--- src/rtl/fifo_serial_reader_if.sv ---
`timescale 1ns/1ps
`default_nettype none
// ============================================================================
//  Module      : fifo_serial_reader_if
//  Description : Bundle of FIFO read-side handshake signals and serial
//                output signals for fifo_serial_reader. The master modport
//                is the reader; the slave modport is the surrounding system
//                (FIFO plus line consumer).
//  Revision    : 1.0 - initial release
// ============================================================================
interface fifo_serial_reader_if #(
    parameter int DATA_WIDTH = 8
);
    logic                  run;
    logic                  empty;
    logic [DATA_WIDTH-1:0] rd_data;
    logic                  en_rd;
    logic                  tx;
    logic                  busy;
    logic [3:0]            word_cnt;

    modport master (
        input  run,
        input  empty,
        input  rd_data,
        output en_rd,
        output tx,
        output busy,
        output word_cnt
    );

    modport slave (
        output run,
        output empty,
        output rd_data,
        input  en_rd,
        input  tx,
        input  busy,
        input  word_cnt
    );
endinterface
`default_nettype wire

--- src/rtl/fifo_serial_reader.sv ---
`timescale 1ns/1ps
`default_nettype none
// ============================================================================
//  Module      : fifo_serial_reader
//  Description : Drains words from a FIFO while run is high and sends each
//                one as a UART-style frame: start bit (0), DATA_WIDTH data
//                bits LSB first, optional even-parity bit, stop bit (1).
//                Every bit lasts BIT_CYCLES clocks. tx, en_rd and busy are
//                registered. Reset (rst) is asynchronous, active-low.
//  Options     : define FIFO_READER_PARITY_EN to insert the parity bit.
//  Revision    : 1.0 - initial release
// ============================================================================
module fifo_serial_reader #(
    parameter int DATA_WIDTH = 8,
    parameter int BIT_CYCLES = 4
) (
    input  wire logic              clk,
    input  wire logic              rst,
    fifo_serial_reader_if.master   bus
);

    // Counter widths cover the largest value each counter must hold.
    localparam int CYC_W = (BIT_CYCLES > 1) ? $clog2(BIT_CYCLES) : 1;
    localparam int BIT_W = (DATA_WIDTH > 1) ? $clog2(DATA_WIDTH) : 1;

    localparam logic [CYC_W-1:0] c_cyc_last = CYC_W'(BIT_CYCLES - 1);
    localparam logic [BIT_W-1:0] c_bit_last = BIT_W'(DATA_WIDTH - 1);

    typedef enum logic [2:0] {
        S_IDLE   = 3'd0,
        S_POP    = 3'd1,
        S_LOAD   = 3'd2,
        S_START  = 3'd3,
        S_DATA   = 3'd4,
`ifdef FIFO_READER_PARITY_EN
        S_PARITY = 3'd5,
`endif
        S_STOP   = 3'd6
    } state_t;

    state_t                  state_q, state_d;
    logic [CYC_W-1:0]        cyc_q, cyc_d;
    logic [BIT_W-1:0]        bit_q, bit_d;
    logic [DATA_WIDTH-1:0]   shift_q, shift_d;
    logic [3:0]              cnt_q, cnt_d;
    logic                    tx_q, tx_d;
    logic                    en_rd_q, en_rd_d;
    logic                    busy_q, busy_d;
`ifdef FIFO_READER_PARITY_EN
    logic                    parity_q, parity_d;
`endif

    logic                    w_cyc_last;

    assign w_cyc_last = (cyc_q == c_cyc_last);

    // Next-state logic; outputs are derived from the next state so the
    // registered tx/en_rd/busy line up with the state they belong to.
    always_comb begin
        state_d  = state_q;
        cyc_d    = cyc_q;
        bit_d    = bit_q;
        shift_d  = shift_q;
        cnt_d    = cnt_q;
`ifdef FIFO_READER_PARITY_EN
        parity_d = parity_q;
`endif

        case (state_q)
            S_IDLE: begin
                // run and empty are only looked at here, so a mid-frame
                // change of either never affects the frame in flight.
                if (bus.run && !bus.empty) begin
                    state_d = S_POP;
                end
            end
            S_POP: begin
                state_d = S_LOAD;
            end
            S_LOAD: begin
                // FIFO data is valid the cycle after the en_rd pulse.
                shift_d  = bus.rd_data;
`ifdef FIFO_READER_PARITY_EN
                parity_d = ^bus.rd_data;
`endif
                cyc_d    = '0;
                bit_d    = '0;
                state_d  = S_START;
            end
            S_START: begin
                if (w_cyc_last) begin
                    cyc_d   = '0;
                    state_d = S_DATA;
                end else begin
                    cyc_d = cyc_q + 1'b1;
                end
            end
            S_DATA: begin
                if (w_cyc_last) begin
                    cyc_d = '0;
                    if (bit_q == c_bit_last) begin
                        bit_d   = '0;
`ifdef FIFO_READER_PARITY_EN
                        state_d = S_PARITY;
`else
                        state_d = S_STOP;
`endif
                    end else begin
                        bit_d   = bit_q + 1'b1;
                        shift_d = shift_q >> 1;
                    end
                end else begin
                    cyc_d = cyc_q + 1'b1;
                end
            end
`ifdef FIFO_READER_PARITY_EN
            S_PARITY: begin
                if (w_cyc_last) begin
                    cyc_d   = '0;
                    state_d = S_STOP;
                end else begin
                    cyc_d = cyc_q + 1'b1;
                end
            end
`endif
            S_STOP: begin
                if (w_cyc_last) begin
                    cyc_d   = '0;
                    cnt_d   = cnt_q + 4'd1;
                    state_d = S_IDLE;
                end else begin
                    cyc_d = cyc_q + 1'b1;
                end
            end
            default: begin
                state_d = S_IDLE;
                cyc_d   = '0;
                bit_d   = '0;
            end
        endcase

        en_rd_d = (state_d == S_POP);
        busy_d  = (state_d != S_IDLE);

        case (state_d)
            S_START:  tx_d = 1'b0;
            S_DATA:   tx_d = shift_d[0];
`ifdef FIFO_READER_PARITY_EN
            S_PARITY: tx_d = parity_q;
`endif
            default:  tx_d = 1'b1;
        endcase
    end

    // State, datapath and output registers with asynchronous active-low reset.
    always_ff @(posedge clk or negedge rst) begin
        if (!rst) begin
            state_q  <= S_IDLE;
            cyc_q    <= '0;
            bit_q    <= '0;
            shift_q  <= '0;
            cnt_q    <= '0;
            tx_q     <= 1'b1;
            en_rd_q  <= 1'b0;
            busy_q   <= 1'b0;
`ifdef FIFO_READER_PARITY_EN
            parity_q <= 1'b0;
`endif
        end else begin
            state_q  <= state_d;
            cyc_q    <= cyc_d;
            bit_q    <= bit_d;
            shift_q  <= shift_d;
            cnt_q    <= cnt_d;
            tx_q     <= tx_d;
            en_rd_q  <= en_rd_d;
            busy_q   <= busy_d;
`ifdef FIFO_READER_PARITY_EN
            parity_q <= parity_d;
`endif
        end
    end

    assign bus.tx       = tx_q;
    assign bus.en_rd    = en_rd_q;
    assign bus.busy     = busy_q;
    assign bus.word_cnt = cnt_q;

endmodule
`default_nettype wire

--- src/flat_wrapper.sv ---
// flat-port wrapper written by rule: the top's interface ports become plain ports
module fifo_serial_reader_flat 
#(
    parameter int DATA_WIDTH = 8,
    parameter int BIT_CYCLES = 4
)
  (clk, rst, bus_run, bus_empty, bus_rd_data, bus_en_rd, bus_tx, bus_busy, bus_word_cnt);
  fifo_serial_reader_if #(.DATA_WIDTH(DATA_WIDTH)) bus_i ();
  input  wire logic clk;
  input  wire logic rst;
  input wire logic [$bits(bus_i.run)-1:0] bus_run;
  input wire logic [$bits(bus_i.empty)-1:0] bus_empty;
  input wire logic [$bits(bus_i.rd_data)-1:0] bus_rd_data;
  output wire logic [$bits(bus_i.en_rd)-1:0] bus_en_rd;
  output wire logic [$bits(bus_i.tx)-1:0] bus_tx;
  output wire logic [$bits(bus_i.busy)-1:0] bus_busy;
  output wire logic [$bits(bus_i.word_cnt)-1:0] bus_word_cnt;
  assign bus_i.run = bus_run;
  assign bus_i.empty = bus_empty;
  assign bus_i.rd_data = bus_rd_data;
  assign bus_en_rd = bus_i.en_rd;
  assign bus_tx = bus_i.tx;
  assign bus_busy = bus_i.busy;
  assign bus_word_cnt = bus_i.word_cnt;
  fifo_serial_reader #(.DATA_WIDTH(DATA_WIDTH), .BIT_CYCLES(BIT_CYCLES)) u_core (.clk(clk), .rst(rst), .bus(bus_i));
endmodule
--- config.mk ---
export PLATFORM = sky130hd
export DESIGN_NAME = fifo_serial_reader_flat
export DESIGN_NICKNAME = d
export VERILOG_FILES = /design/src/rtl/fifo_serial_reader_if.sv /design/src/rtl/fifo_serial_reader.sv /design/src/flat_wrapper.sv
export SDC_FILE = /design/constraint.sdc
export NUM_CORES = 1
export LEC_CHECK = 0
export CORE_ASPECT_RATIO = 1.2
export CORE_MARGIN = 10
export CORE_UTILIZATION = 51
export CTS_BUF_LIST = sky130_fd_sc_hd__clkbuf_16
export DETAILED_ROUTE_END_ITERATION = 10
export PLACE_DENSITY = 0.87
export SKIP_LAST_GASP = 1
export SYNTH_ARGS = -nofsm -noshare
export SYNTH_HDL_FRONTEND = slang
export SYNTH_SLANG_ARGS = --single-unit
export TNS_END_PERCENT = 20
--- constraint.sdc ---
create_clock -name clk -period 2.45 [get_ports clk]
set_clock_uncertainty 0.1 [all_clocks]
set_input_delay 0.735 -clock clk [delete_from_list [all_inputs] [get_ports clk]]
set_output_delay 0.735 -clock clk [all_outputs]
set_load 0.005 [all_outputs]
### Word level (Yosys, flattened, before mapping)

Cells that the tools add are included.

| storage, ports and cells | value |
|---|---|
| bits in registers | 23 |
| bits of input ports | 12 |
| output and inout port bits | 7 |
| word-level logic and storage cells | 51 |

| operators by class | value |
|---|---|
| add/subtract/negate cells | 3 |
| equality and inequality tests | 12 |
| muxes and demuxes | 15 |
| bitwise logic cells | 1 |
| reductions and logical operators | 11 |

Operator list:

| cell | number |
|---|---|
| $mux 3 | 7 |
| $pmux 3 s6 | 1 |
| $mux 8 | 2 |
| $pmux 8 s2 | 1 |
| $eq 3x3->1 const B | 4 |
| $eq 3x2->1 const B | 3 |
| $eq 3x1->1 const B | 2 |
| $pmux 3 s2 | 1 |
| $add 4x1->4 const B | 1 |
| $pmux 2 s2 | 1 |
| $reduce_and 2->1 | 2 |
| $reduce_or 4->1 | 1 |
| $add 3x1->3 const B | 1 |
| $logic_not 3->1 | 1 |
| $reduce_and 3->1 | 1 |
| $reduce_bool 3->1 | 1 |
| $reduce_or 3->1 | 1 |
| $add 2x1->2 const B | 1 |
| $eq 2x2->1 const B | 1 |
| $mux 2 | 1 |
| $ne 2x1->1 const B | 1 |
| $ne 2x2->1 const B | 1 |
| $pmux 1 s2 | 1 |
| $reduce_bool 2->1 | 1 |
| 4 further kinds | 4 |

### Longest topological paths before layout

| logic depth | value |
|---|---|
| depth after elaboration | 6 |
| depth in mapped cells | 8 |
| mapped depth without buffers | 7 |

### Worst setup path after synthesis

OpenSTA, ideal clock, no wires.

| timing | value |
|---|---|
| path type | register to register |
| start | register u_core.cyc_q[0] |
| end | register u_core.tx_q, in the netlist u_core.bus.tx |
| library setup time | 0.086 ns |
| arrival time | 1.666 ns |
| required time | 2.264 ns |
| slack | 0.598 ns |
| cell stages (with the launch flop) | 8 |
| buffers on the path | 1 |
| clock period less this slack | 1.852 ns |
| cell sequence | dfrtp_1 ha_1 nor2b_2 and3_4 buf_6 a221o_1 o22ai_1 nand3_1 |

| on the way | value |
|---|---|
| elaborated cells between the ends (all ways) | 10 |
| classes of those cells | eq/ne: 3; mux: 7 |

RTL lines:

| what | RTL line | text |
|---|---|---|
| from (decl) | fifo_serial_reader.sv:42 | `logic [CYC_W-1:0] cyc_q, cyc_d;` |
| from (signal assigned) | fifo_serial_reader.sv:171 | `cyc_q <= cyc_d;` |
| $eq 2x2->1 | fifo_serial_reader.sv:55 | `assign w_cyc_last = (cyc_q == c_cyc_last);` |
| $mux 8 | fifo_serial_reader.sv:99 | `if (w_cyc_last) begin` |
| $pmux 8 s2 | fifo_serial_reader.sv:69 | `case (state_q)` |
| net u_core.shift_d[0] | fifo_serial_reader.sv:44 | `logic [DATA_WIDTH-1:0] shift_q, shift_d;` |
| $pmux 1 s2 | fifo_serial_reader.sv:145 | `case (state_d)` |
| net u_core.tx_d | fifo_serial_reader.sv:46 | `logic tx_q, tx_d;` |
| to (signal assigned) | fifo_serial_reader.sv:175 | `tx_q <= tx_d;` |
| to (decl) | fifo_serial_reader.sv:46 |  |

The timed path passes the listed nets, and every way through them passes these cells. The select of a mux whose other input is x is not followed.
A chain may end at the register's enable or synchronous reset.

### Worst setup path in the final report

| timing | value |
|---|---|
| start | register u_core.tx_q, in the netlist u_core.bus.tx |
| end | output bus_tx |

RTL lines:

| what | RTL line | text |
|---|---|---|
| to (decl) | flat_wrapper.sv:15 | `output wire logic [$bits(bus_i.tx)-1:0] bus_tx;` |

No word-level cell between the ends.

==> impl_results.md <==
- Switching share of power: between 30% and 40%
- Initial DRC Count: 26
- Final ANT Viol Nets: 0
- Gate power share: 31.8%
- Crit-path leading delay family: flip-flops
- Via/cell ratio: 5.493
- Initial antenna violation count: 0
- CTS Hold Bufs: 0
- Final setup vio count: 0
- Max cap viols: 0
- Clk network pwr share: around 24%
- Post-CTS Setup Inserts: 0
- N_diodes: 0
- Worst-Margin Slew: 0.5424 ns
- Pwr dens: between 1000 and 1500 nW/um^2
- Post-synth top area share: 48.14%
- Worst r2r src: u_core.cyc_q[0]
- Critical path capture point type: primary output
- Reg2Reg Depth: 6
- Worst EP arrival: 1.26 ns
- Leak pwr: 0.6409 nW
- Ys flop type: dfrtp_1
- Worst Path Required: ~1.6 ns
- Synth async-reset ratio: 100.0%
- Internal: around 0.97 mW
- Hold path startpoint: u_core.bus.word_cnt[3]
- TritonRoute pass-1 iters: 4
- Cells after synthesis: 105
- Slew Limit Fails: 0
- Vias in the first global route: 800
- Hold Crit Class: reg2reg
- Mapped Nets: 121
- Die X-Extent: 63.23 um
- Final period util: 85.33%
- Detailed Route WL: 2201 um
- Yosys cell types: 37
- WHS Path Cells: 1
- Clk_lat worst skew: approximately 0.25 ns
- Max rail drop VDD: 0.0007093 V
- Share of layout cells above drive strength 1: between 9 and 10%
- Tmin final: 2.091 ns
- Worst-path clk slew: 0.06 ns
- CTS tree: built
- RR Endpoint: u_core.bus.tx
- CTS sink count: 23
- Fin. Hold Viols: 0
- Max clock buf depth: 2
- Die area: roughly 4500 um^2
- Largest net degree at the start of global routing: 24
- Core area: 2095 um^2
- Reg2reg setup slack: around 0.47 ns
- Mapped Area: 1144 um^2
- Placed Area: 1323 um^2
- # DRC: 0
- GRT overflow: 0
- Dpl cells: 146
- GPL Wtd Cong: 0.8130
- Mapped Avg Cell Area: 10.89 um^2
- Vias: 824
- Final net count: 137
- Most frequent cell after synthesis: dfrtp_1
- First-pass GRT wire length: 3629 um
- Syn. warnings: 0
- Design area: 1403 um^2
- Fin cells: 150
- TritonCTS buffer count: 3
- Synth Register Bits: 23
- Sw Pwr: about 0.47 mW
- Outcome: finished, final reports clean
- Die height: 71.87 um
- CP peak stage delay: 0.51 ns
- DP HPWL: roughly 1600 um
- Seq pwr share: around 44%
- RSZ-0062 raised after global routing: no
- CP Launch Type: flop
- H-tree depth: 1
- Rows: 18
- PostCTS Resize Cnt: 0
- Crit path max-delay cell type: dfstp_2
- Area growth, synth to finish: 22.65%
- CTS root buf: clkbuf_16
- Post-synth EDFFs: 0
- WL/cell: 14.67 um
- CP cell instances: clkdlybuf4s50_1
- Crit path buffers/inverters: 1
- Crit Path Class: reg2out
- Hold EP: u_core.bus.word_cnt[3]
- Ranking of synthesized cells by area: dfrtp_1 48%, a222oi_1 5.3%, ha_1 4.4%
- Starting Density: 54.60%
- Worst-path fanout max: 1
- Seq/Total Area, Yosys: about 50%
- FMAX: 478.3 MHz
- Synth top cells by count: 22 x dfrtp_1, 7 x inv_1, 7 x nor2_1
- IO Port Bufs: 18
- Fin Setup TNS: 0 ns
- Max_slew headroom: 63.84%
- # IOs: 19
- GRT Util Overall: 9.551%
- Area leader, netlist: dfrtp_1
kinds of logic after synthesis:
group                      Yosys count  synth area share (%)
adders and majority gates            4                 4.377
xor gates and xnor gates             3                 2.298
DFF                                 23                 50.44
muxes                                3                 2.845
and+or+nand+nor                     31                 15.98
buffers and inverters               15                 6.346
AOI/OAI and AO/OA                   26                 17.72
through the flow:
step / hold slack (ns) / utilization [%] / total power [mW] / setup slack [ns]
after floorplan: 0.3394 / - / 0.9693 / 0.5982
after global placement: 0.3620 / 63.14 / 1.062 / 0.2321
after detailed placement: 0.3866 / 63.14 / 1.098 / 0.1505
after CTS: 0.4011 / 66.97 / 1.445 / 0.3468
after global routing: 0.4105 / 66.97 / 1.533 / 0.2495
final: 0.3884 / 66.97 / 1.439 / 0.3594
per-layer routing:
| metal | wire, um | up-vias | global-route usage, % |
|---|---|---|---|
| li1 | - | 413 | - |
| met1 | 951 | 396 | 11.25 |
| met2 | 1137 | 13 | 16.16 |
| met3 | 99 | 2 | 2.644 |
| met4 | 12 | 0 | 3.650 |
| met5 | 0 | - | 0 |
final cells by class:
class,count,area [um^2]
fill,163,691.9
clock buffer,3,75.07
sequential,23,576.8
inverter,7,26.28
multi-input combinational,67,494.2
tap,30,37.54
clock inverter,1,5.005
timing repair buffer,19,187.7
worst max path at each step:
stage	startpoint	to	slack, ns	cells past startpoint
6_report	u_core.bus.tx	bus_tx	0.36	1
3_5_place_dp	bus_run	u_core.bus.tx	0.15	6
2_1_floorplan	u_core.cyc_q[0]	u_core.bus.tx	0.60	7
3_3_place_gp	bus_run	u_core.bus.busy	0.23	5
4_1_cts	u_core.bus.tx	bus_tx	0.35	1
5_1_grt	u_core.cyc_q[0]	u_core.shift_q[4]	0.25	6
power groups by stage:
stage,combinational (mW),sequential (mW),clock [mW]
after floorplan,0.403,0.567,0
final,0.457,0.635,0.346
after detailed placement,0.462,0.636,0
after global routing,0.516,0.655,0.363
after global placement,0.434,0.628,0
after CTS,0.463,0.631,0.351
flip-flops by register name, indices dropped and copies added, names as in the netlist:
name / count
u_core.cyc_q: 2
u_core.bit_q: 3
u_core.state_q: 3
u_core.shift_q: 8
u_core.bus.tx: 1
u_core.bus.en_rd: 1
u_core.bus.word_cnt: 4
u_core.bus.busy: 1
layout by cell type (no fill, tap or decap), types with 3 or more instances in the layout:
cell type / n
a31oi_1: 4
a222oi_1: 6
o22ai_1: 3
nand2_1: 4
o21ai_0: 3
nor2_1: 7
clkbuf_16: 3
dfrtp_1: 22
clkdlybuf4s50_1: 18
nor2b_1: 5
and2_1: 3
ha_1: 4
inv_1: 7
(Power assumes the default switching activity.)
